==> src/rtl/serial_adder_ctrl.sv <==
// Bit-serial adder: one full adder cell stepped WIDTH times, LSB first.
// Result and carry-out are presented together with a one-cycle done pulse.

module full_adder (
    input  logic a,
    input  logic b,
    input  logic c_in,
    output logic sum,
    output logic c_out
);
    assign sum   = a ^ b ^ c_in;
    assign c_out = (a & b) | (c_in & (a ^ b));
endmodule

module serial_adder_ctrl #(
    parameter int WIDTH = 8
) (
    input  logic             clk,
    input  logic             rst,
    input  logic             start,
    input  logic [WIDTH-1:0] in1,
    input  logic [WIDTH-1:0] in2,
    input  logic             c_in,
    output logic [WIDTH-1:0] sum,
    output logic             c_out,
    output logic             busy,
    output logic             done
);
    localparam int CW = (WIDTH > 1) ? $clog2(WIDTH) : 1;
    localparam logic [CW-1:0] LAST = CW'(WIDTH - 1);

    typedef enum logic [1:0] {
        IDLE,
        RUN,
        DONE
    } state_t;

    state_t           state;
    logic [WIDTH-1:0] op_a;
    logic [WIDTH-1:0] op_b;
    logic [WIDTH-1:0] work_sum;
    logic [WIDTH-1:0] work_next;
    logic             carry_reg;
    logic [CW-1:0]    count;
    logic             fa_sum;
    logic             fa_c_out;

    full_adder u_fa (
        .a    (op_a[0]),
        .b    (op_b[0]),
        .c_in (carry_reg),
        .sum  (fa_sum),
        .c_out(fa_c_out)
    );

    // New sum bit enters at the MSB so the LSB lands at bit 0 after WIDTH steps.
    generate
        if (WIDTH == 1) begin : g_w1
            assign work_next = fa_sum;
        end else begin : g_wn
            assign work_next = {fa_sum, work_sum[WIDTH-1:1]};
        end
    endgenerate

    assign busy = (state != IDLE);

    // Sequencer: latch operands, step the cell, publish the result once.
    always_ff @(posedge clk or posedge rst) begin
        if (rst) begin
            state     <= IDLE;
            op_a      <= '0;
            op_b      <= '0;
            work_sum  <= '0;
            carry_reg <= 1'b0;
            count     <= '0;
            sum       <= '0;
            c_out     <= 1'b0;
            done      <= 1'b0;
        end else begin
            unique case (state)
                IDLE: begin
                    done <= 1'b0;
                    if (start) begin
                        op_a      <= in1;
                        op_b      <= in2;
                        carry_reg <= c_in;
                        count     <= '0;
                        state     <= RUN;
                    end
                end
                RUN: begin
                    work_sum  <= work_next;
                    carry_reg <= fa_c_out;
                    op_a      <= op_a >> 1;
                    op_b      <= op_b >> 1;
                    count     <= count + CW'(1);
                    if (count == LAST) begin
                        sum   <= work_next;
                        c_out <= fa_c_out;
                        done  <= 1'b1;
                        state <= DONE;
                    end
                end
                DONE: begin
                    done  <= 1'b0;
                    state <= IDLE;
                end
                default: begin
                    done  <= 1'b0;
                    state <= IDLE;
                end
            endcase
        end
    end
endmodule
==> config.mk <==
export PLATFORM = sky130hd
export DESIGN_NAME = serial_adder_ctrl
export DESIGN_NICKNAME = d
export VERILOG_FILES = /design/src/rtl/serial_adder_ctrl.sv
export SDC_FILE = /design/constraint.sdc
export NUM_CORES = 1
export LEC_CHECK = 0
export ABC_AREA = 1
export BUFFER_PORTS_ARGS = -buffer_cell sky130_fd_sc_hd__buf_2
export CAP_MARGIN = 15
export CORE_MARGIN = 2
export CORE_UTILIZATION = 38
export CTS_CLUSTER_DIAMETER = 150
export CTS_CLUSTER_SIZE = 24
export DETAILED_ROUTE_END_ITERATION = 16
export MAX_ROUTING_LAYER = met4
export SLEW_MARGIN = 40
export SYNTH_ARGS = -nofsm -noshare
export SYNTH_HDL_FRONTEND = slang
export SYNTH_HIERARCHICAL = 1
export SYNTH_SLANG_ARGS = --single-unit
==> constraint.sdc <==
create_clock -name clk -period 1.2 [get_ports clk]
set_clock_uncertainty 0.05 [all_clocks]
set_input_delay 0.06 -clock clk [delete_from_list [all_inputs] [get_ports clk]]
set_output_delay 0.06 -clock clk [all_outputs]
set_load 0.1 [all_outputs]
Yosys cells after proc, flatten, opt, wreduce, memory -nomap -nowiden
Cells that the tools add are included.
- register bits after elaboration: 40
- latch bits: 0
- bits in writable memories: 0
- ROM bits: 0
- input port bits: 20
- logic and storage cells: 38
- memories: 0
- add/sub/neg operators: 1
- multipliers: 0
- div/mod/pow operators: 0
- $lt $le $gt $ge: 0
- eq/ne operators: 4
- shift-type cells: 0
- muxes and demuxes: 13
- bitwise operators: 5
- reductions and logical operators: 6
- operator list (cell ; count):
    $pmux W8 S2 ; 2
    $mux W8 ; 2
    $pmux W3 S2 ; 1
    $reduce_and A2 Y1 ; 3
    $mux W2 ; 2
    $ne A2 B2 Y1 const B ; 2
    $pmux W2 S2 ; 1
    $reduce_bool A2 Y1 ; 2
    $add A3 B1 Y3 const B ; 1
    $eq A3 B3 Y1 const B ; 1
    $mux W1 ; 3
    $mux W3 ; 1
    $and A1 B1 Y1 ; 2
    $eq A2 B1 Y1 const B ; 1
    $logic_not A2 Y1 ; 1
    $pmux W1 S2 ; 1
    $xor A1 B1 Y1 ; 2
    $or A1 B1 Y1 ; 1

Longest topological paths before layout
Gate-level depths: netlist of the first run.
- word-level depth: 4
- depth in mapped cells: 6
- mapped depth without buffers: 6

Cells and area by module
The synthesis of the first run kept the hierarchy.
- by module, submodules not included (module ; instances ; cells an instance ; area an instance (µm²) ; sequential area each (µm²)):
    serial_adder_ctrl ; 1 ; 204 ; 1762.9 ; 975.9
    full_adder ; 1 ; 1 ; 20.0 ; 0.0

Least setup slack after synthesis of the first run
No wires, ideal clock.
- kind: register -> register
- start point: register count[0]
- end point: register sum[5]
- arrival time: 1.193 ns
- data required time: 1.076 ns
- slack: -0.117 ns
- stages on the path, launching flop included: 7
- path buffers: 1
- cells stage by stage: dfrtp_1 > ha_1 > ha_1 > nand2_4 > buf_6 > nand2_1 > o21ai_2
- cells in the longest elaborated chain, start to end: 2
- RTL lines (what ; line ; source):
    from (decl) ; 44 ; logic [CW-1:0] count;
    from (signal assigned) ; 96 ; count <= count + CW'(1);
    $eq A3 B3 Y1 ; 97 ; if (count == LAST) begin
    $reduce_and A2 Y1 (no line) ; n/a ;
    to (signal assigned) ; 98 ; sum <= work_next;
    to (decl) ; 24 ; output logic [WIDTH-1:0] sum,
Every way passes these cells.
A chain may end at the register's enable or synchronous reset.

Worst setup path after layout of the first run
- start point: register state[1]
- end point: output port busy
- cells in the longest elaborated chain, start to end: 1
- RTL lines (what ; line ; source):
    from (decl) ; 38 ; state_t state;
    from (signal assigned) ; 70 ; state <= IDLE;
    from (signal assigned) ; 88 ; state <= RUN;
    from (signal assigned) ; 101 ; state <= DONE;
    $reduce_bool A2 Y1 ; 65 ; assign busy = (state != IDLE);
    to (decl) ; 26 ; output logic busy,
Every way passes these cells.

==> results.cfg, run 1 <==
[grt]
grt-busiest-layer = met2
number_of_antenna_violations_at_the_first_check_in_global_routing = 0
grt_start_max_net_pins = 40
first_pass_grt_wire_length_mm = 6.42
met3_usage_pct = 3.75
grt_util_met1_pct = 22.0
total_global_routing_overflow = 0
grt_overall_usage_pct = 16.4
gr-usage-met2_pct = 24.6
grt_pass1_vias = 1392

[logic_synthesis]
ys_types = 19
count_of_state_elements_after_synthesis = 39
yosysWarningCount = 6
synth.avg_cell_area_sq_um = 8.70
syn_nets = 228
seq_area_frac_synth_pct = 54.7
synth_largest_area_cell = sky130_fd_sc_hd__dfrtp_1
netlist_instances = 205
post_synth_instance_area_sq_um = 1780
synthDominantCellAreaShare_pct = 54.7
top_post_synthesis_cells_by_area = sky130_fd_sc_hd__dfrtp_1 55%, sky130_fd_sc_hd__nand2_1 12%, sky130_fd_sc_hd__nand3_1 12%

[layout]
nNetsFinal = 293
insertedDiodeCount = 0
multi_input_comb_area_sq_um = 778
reg.largest.list = op_a: 8 flops, op_b: 8 flops, sum: 8 flops
drive_above_1_share_pct = 41.3
seqCellArea_sq_um = 988
most_common_library_cell_in_the_layout_ignoring_fill_and_taps = sky130_fd_sc_hd__nand2_1
fill_cells = 386
synthToLayoutAreaGrowth_pct = 49.2
top_library_cells_by_usage_in_the_layout_fill_and_taps_aside = 45 x sky130_fd_sc_hd__nand2_1, 40 x sky130_fd_sc_hd__nand3_1, 29 x sky130_fd_sc_hd__dfrtp_1
fin_util_pct = 59.9

[timing]
worst-slew-pin-transition_ns = 0.301
fin_crit_ns = 1.37
fin_crit_sh_pct = 114
maxSlewHeadroom_pct = 80.0
finalHoldViolations = 0
timing.final.ws_setup_ns = -0.171
fmaxAchievable_ghz = 0.730
timing.final.setup_violations = 30
final_max_slew_viol_count = 0
grt_setup_unrepaired = true

[route]
drc = 0
detail-route-antenna-nets = 0
routed-via-count = 1534
avgRoutedWirePerCell_um = 12.6
detailed_router_iteration_count_before_antenna_repair = 4
wl_mm = 4.06
route.detailed.vias_per_inst = 4.75
number_of_design_rule_violations_left_by_the_first_detailed_router_iteration = 114

[cts]
clock_insertion_delay_worst_skew_ns = 0.29
cts_buffers = 5
cts.root.buffer_cell = sky130_fd_sc_hd__clkbuf_8
cts_buffer_depth = 2
tritoncts = done
clkSlewWorstSetupHoldPaths_ns = 0.08
h_tree_levels = 2
clkSinkCount = 39

[outcome]
failed_checks = negative setup slack
outcome = complete, but fails checks

[worst_setup_path]
worst-endpoint-arrival_ns = 1.26
setup.worst_path.end_class = primary output
worstSetupPathType = flop to primary output
crit_path_max_fanout = 3
critPathRequiredTime_ns = 1.09
critPathLaunchType = flop

[placement]
routabilityCongestion = 0.745
dp_worst_setup_slack_ns = -0.102
dp.final_hpwl_mm = 2.56
port_buffers = 30

[die]
floorplan.rows = 24
die_area_sq_um = 5260
chipWidth_um = 72.5
placeable_core_area_sq_um = 4440
floorplan.initialDensity_pct = 40.1
die_height_um = 72.5
boundary_pin_count = 31

[hold_path]
hold_path.class = primary input to flop

[power]
power.leakage_nw = 1.33
vdd_drop_max_v = 0.00101
power-per-cell-area_nw_per_um2 = 2850

[flow_run]
timing.max_cap.violations = 0
==> path summary, 6_finish.rpt <==
| kind | cells past startpoint | slack (ns) | endpoint | from |
|---|---|---|---|---|
| setup / recovery | 4 | -0.17 | busy | state[1]$_DFFE_PP0P_ |
| hold / removal | 3 | 0.0002 | op_a[3]$_DFFE_PP0P_ | in1[3] |
| setup reg to reg | 7 | -0.05 | op_b[2]$_DFFE_PP0P_ | state[1]$_DFFE_PP0P_ |
| hold reg to reg | 2 | 0.44 | sum[4]$_DFFE_PP0P_ | sum[4]$_DFFE_PP0P_ |
| max in group asynchronous | 4 | 0.57 | state[0]$_DFFE_PP0P_ | rst |
| min in group asynchronous | 4 | 0.30 | work_sum[5]$_DFFE_PP0P_ | rst |
==> what timing repair did <==
action,in CTS,in global routing
endpoints found under the hold margin,46,0
resized for setup,11,36
cloned,1,2
pin swaps,7,7
setup endpoints to repair,34,36
hold buffers,8,0
setup buffers,2,5
==> where the power goes <==
part           internal, W  switching, W  leakage (nW)
logic              0.00168       0.00259         0.803
clock network     0.000524      0.000443        0.0515
registers          0.00192      0.000430         0.478
==> synth_stat cells (all sizes together) <==
master   n
nand2   58
nand3   41
dfrtp   39
inv     30
o21ai   17
buf      8
nor2     6
ha       2
a21oi    1
a22oi    1
clkbuf   1
fa       1
==> layer usage <==
metal | up-vias | routed length, um
met5 | - | 0
met1 | 727 | 1870
met4 | 0 | 61
li1 | 776 | -
met2 | 25 | 2000
met3 | 6 | 128
==> final cells by class <==
type                    instances  area share, %
flip-flops and latches         39           37.2
well taps                      52           2.45
inverters                      30           4.66
repair buffers                 65           22.7
clock buffers                   8           3.76
multi-input cells             129           29.3
==> cells by family (layout without fill, tap and decap cells) <==
logic type	after synthesis	after routing	synth area share, %
AO/OA/AOI/OAI	19	19	7.16
adder cells (fa/ha/maj)	3	3	2.53
buffers and inverters	39	103	9.61
flip-flops	39	39	54.7
AND/OR/NAND/NOR	105	107	26.0
==> per-stage QoR <==
| stage | cell area, sq um | hold slack, ns | std cells | TNS, ns | total power [W] |
|---|---|---|---|---|---|
| 6_report | 2660 | 0.000180 | 323 | -0.762 | 0.00758 |
| 5_1_grt | 2660 | 0.0234 | 323 | -2.51 | 0.00806 |
| 4_1_cts | 2490 | 0.000398 | 316 | -0.300 | 0.00717 |
| 3_5_place_dp | 2250 | 0.0809 | 297 | -1.35 | 0.00599 |
| 2_1_floorplan | 1830 | 0.131 | 205 | -0.104 | 0.00482 |
| 3_3_place_gp | 2250 | 0.0778 | 297 | -1.26 | 0.00594 |
==> critical path: stages, from the launching register on <==
cell	delay, ns
sky130_fd_sc_hd__dfrtp_2	0.44
sky130_fd_sc_hd__buf_4	0.15
sky130_fd_sc_hd__nor2_4	0.11
sky130_fd_sc_hd__clkinvlp_4	0.09
sky130_fd_sc_hd__buf_6	0.18
(Power assumes the default switching activity.)
==> run 2, diff against run 1 <==
--- a/config.mk
+++ b/config.mk
@@ -10,6 +10,7 @@
 export CAP_MARGIN = 15
 export CORE_MARGIN = 2
 export CORE_UTILIZATION = 38
+export CTS_BUF_LIST = sky130_fd_sc_hd__clkbuf_4 sky130_fd_sc_hd__clkbuf_8
 export CTS_CLUSTER_DIAMETER = 150
 export CTS_CLUSTER_SIZE = 24
 export DETAILED_ROUTE_END_ITERATION = 16
==> run 2 against run 1 <==
Core utilization up 0.085 points. The flow still finishes with violations (negative setup slack). Largest cell class unchanged. Combinational power about the same. Maximum frequency about the same. Routed wire length down 0.17%. Count of clock-buffer cells in the layout unchanged. Critical path type unchanged. Critical endpoint unchanged. Sequential cell count unchanged.
==> results.cfg, run 2 (synthesis gave the netlist of run 1 again) <==
[cts]
h_tree_levels = 2
tritoncts = done
cts_buffer_depth = 2
cts_buffers = 5
clock_insertion_delay_worst_skew_ns = 0.29
clkSinkCount = 39
cts.root.buffer_cell = sky130_fd_sc_hd__clkbuf_8
clkSlewWorstSetupHoldPaths_ns = 0.07

[worst_setup_path]
critPathRequiredTime_ns = 1.09
worst-endpoint-arrival_ns = 1.26
worstSetupPathType = flop to primary output
critPathLaunchType = flop
setup.worst_path.end_class = primary output
ff2ff_path_depth = 7
crit_path_max_fanout = 3

[power]
power_switching_share_pct = 45.5
power-per-cell-area_nw_per_um2 = 2850
cell_int_power_w = 0.00414
vdd_drop_max_v = 0.00101
clkPwrFrac_pct = 13.0
netSwitchingPower_w = 0.00346
power.share.sequential_pct = 30.9
combinational_fraction_of_design_power_pct = 56.1
power.leakage_nw = 1.34

[die]
floorplan.initialDensity_pct = 40.1
die_area_sq_um = 5260
boundary_pin_count = 31
die_height_um = 72.5
chipWidth_um = 72.5
floorplan.rows = 24
placeable_core_area_sq_um = 4440

[timing]
maxSlewHeadroom_pct = 80.0
grt_setup_unrepaired = true
fin_crit_sh_pct = 114
worst-slew-pin-transition_ns = 0.301
fin_crit_ns = 1.37
final_max_slew_viol_count = 0
fmaxAchievable_ghz = 0.730
timing.final.setup_violations = 30
timing.final.ws_setup_ns = -0.170
fin_setup_tns_ns = -0.755
finalHoldViolations = 0

[placement]
port_buffers = 30
dp_worst_setup_slack_ns = -0.102
placed_cells = 297
routabilityCongestion = 0.745
dp.final_hpwl_mm = 2.56

[route]
avgRoutedWirePerCell_um = 12.5
number_of_design_rule_violations_left_by_the_first_detailed_router_iteration = 115
route.detailed.vias_per_inst = 4.74
drc = 0
routed-via-count = 1530
wl_mm = 4.05
detail-route-antenna-nets = 0
detailed_router_iteration_count_before_antenna_repair = 4

[layout]
most_common_library_cell_in_the_layout_ignoring_fill_and_taps = sky130_fd_sc_hd__nand2_1
drive_above_1_share_pct = 41.7
top_library_cells_by_usage_in_the_layout_fill_and_taps_aside = 45 x sky130_fd_sc_hd__nand2_1, 40 x sky130_fd_sc_hd__nand3_1, 29 x sky130_fd_sc_hd__dfrtp_1
nNetsFinal = 293
finish.cell_count_without_fillers = 323
fin_util_pct = 59.9
synthToLayoutAreaGrowth_pct = 49.4
reg.largest.list = op_a: 8 flops, op_b: 8 flops, sum: 8 flops
insertedDiodeCount = 0

[grt]
grt_pass1_vias = 1392
grt_start_max_net_pins = 40
first_pass_grt_wire_length_mm = 6.42
total_global_routing_overflow = 0
number_of_antenna_violations_at_the_first_check_in_global_routing = 0
grt_overall_usage_pct = 16.4

[flow_run]
timing.max_cap.violations = 0

[outcome]
failed_checks = negative setup slack
outcome = complete, but fails checks

[hold_path]
hold_path.class = primary input to flop
min_path_cells = 3
run 2: layout make-up:
class                           count  area [sq um]
Sequential cell                    39           988
Fill cell                         386          1780
Multi-Input combinational cell    129           778
Clock buffer                        8           104
Timing Repair Buffer               65           604
Tap cell                           52          65.1
Inverter                           30           124
run 2: final timing paths:
kind,start,endpoint,slack (ns)
worst max register to register,state[1]$_DFFE_PP0P_,op_b[2]$_DFFE_PP0P_,-0.05
worst max-delay path,state[1]$_DFFE_PP0P_,busy,-0.17
max in group asynchronous,rst,state[0]$_DFFE_PP0P_,0.57
worst min-delay path,in1[3],op_a[3]$_DFFE_PP0P_,0.0003
min in group asynchronous,rst,work_sum[5]$_DFFE_PP0P_,0.30
worst min register to register,sum[4]$_DFFE_PP0P_,sum[4]$_DFFE_PP0P_,0.44
run 2: through the flow:
step / hold slack (ns) / area (sq um) / total power (W)
after global routing: 0.0234 / 2660 / 0.00809
final: 0.000330 / 2660 / 0.00760
after global placement: 0.0778 / 2250 / 0.00594
after floorplan: 0.131 / 1830 / 0.00482
after detailed placement: 0.0809 / 2250 / 0.00599
after CTS: 0.000398 / 2490 / 0.00719
run 2: critical path, stage by stage (launching register included):
cell and delay, ns:
sky130_fd_sc_hd__dfrtp_2 0.44, sky130_fd_sc_hd__buf_4 0.15, sky130_fd_sc_hd__nor2_4 0.11, sky130_fd_sc_hd__clkinvlp_4 0.09, sky130_fd_sc_hd__buf_6 0.18
run 2: per-layer routing:
layer | track usage, % | share of wire, % | vias to the layer above
met2 | 24.6 | 49 | 26
met4 | 6.17 | 1.5 | 0
met5 | - | 0 | -
li1 | - | - | 776
met3 | 3.75 | 3.2 | 6
met1 | 22.0 | 46 | 722
run 2: power groups by stage:
stage / sequential (W) / combinational, W / clock (W)
floorplan: 0.00322 / 0.00161 / 0
global placement: 0.00231 / 0.00362 / 0
detailed placement: 0.00233 / 0.00366 / 0
CTS: 0.00231 / 0.00387 / 0.00101
global route: 0.00241 / 0.00459 / 0.00109
finish: 0.00235 / 0.00426 / 0.000989
run 2: repair_timing:
item | 4_1_cts | 5_1_grt
setup buffers | 2 | 5
cloned | 1 | 2
hold endpoints to repair | 46 | 0
pin swaps | 7 | 7
hold buffers | 8 | 0
setup endpoints to repair | 34 | 36
resized for setup | 11 | 36
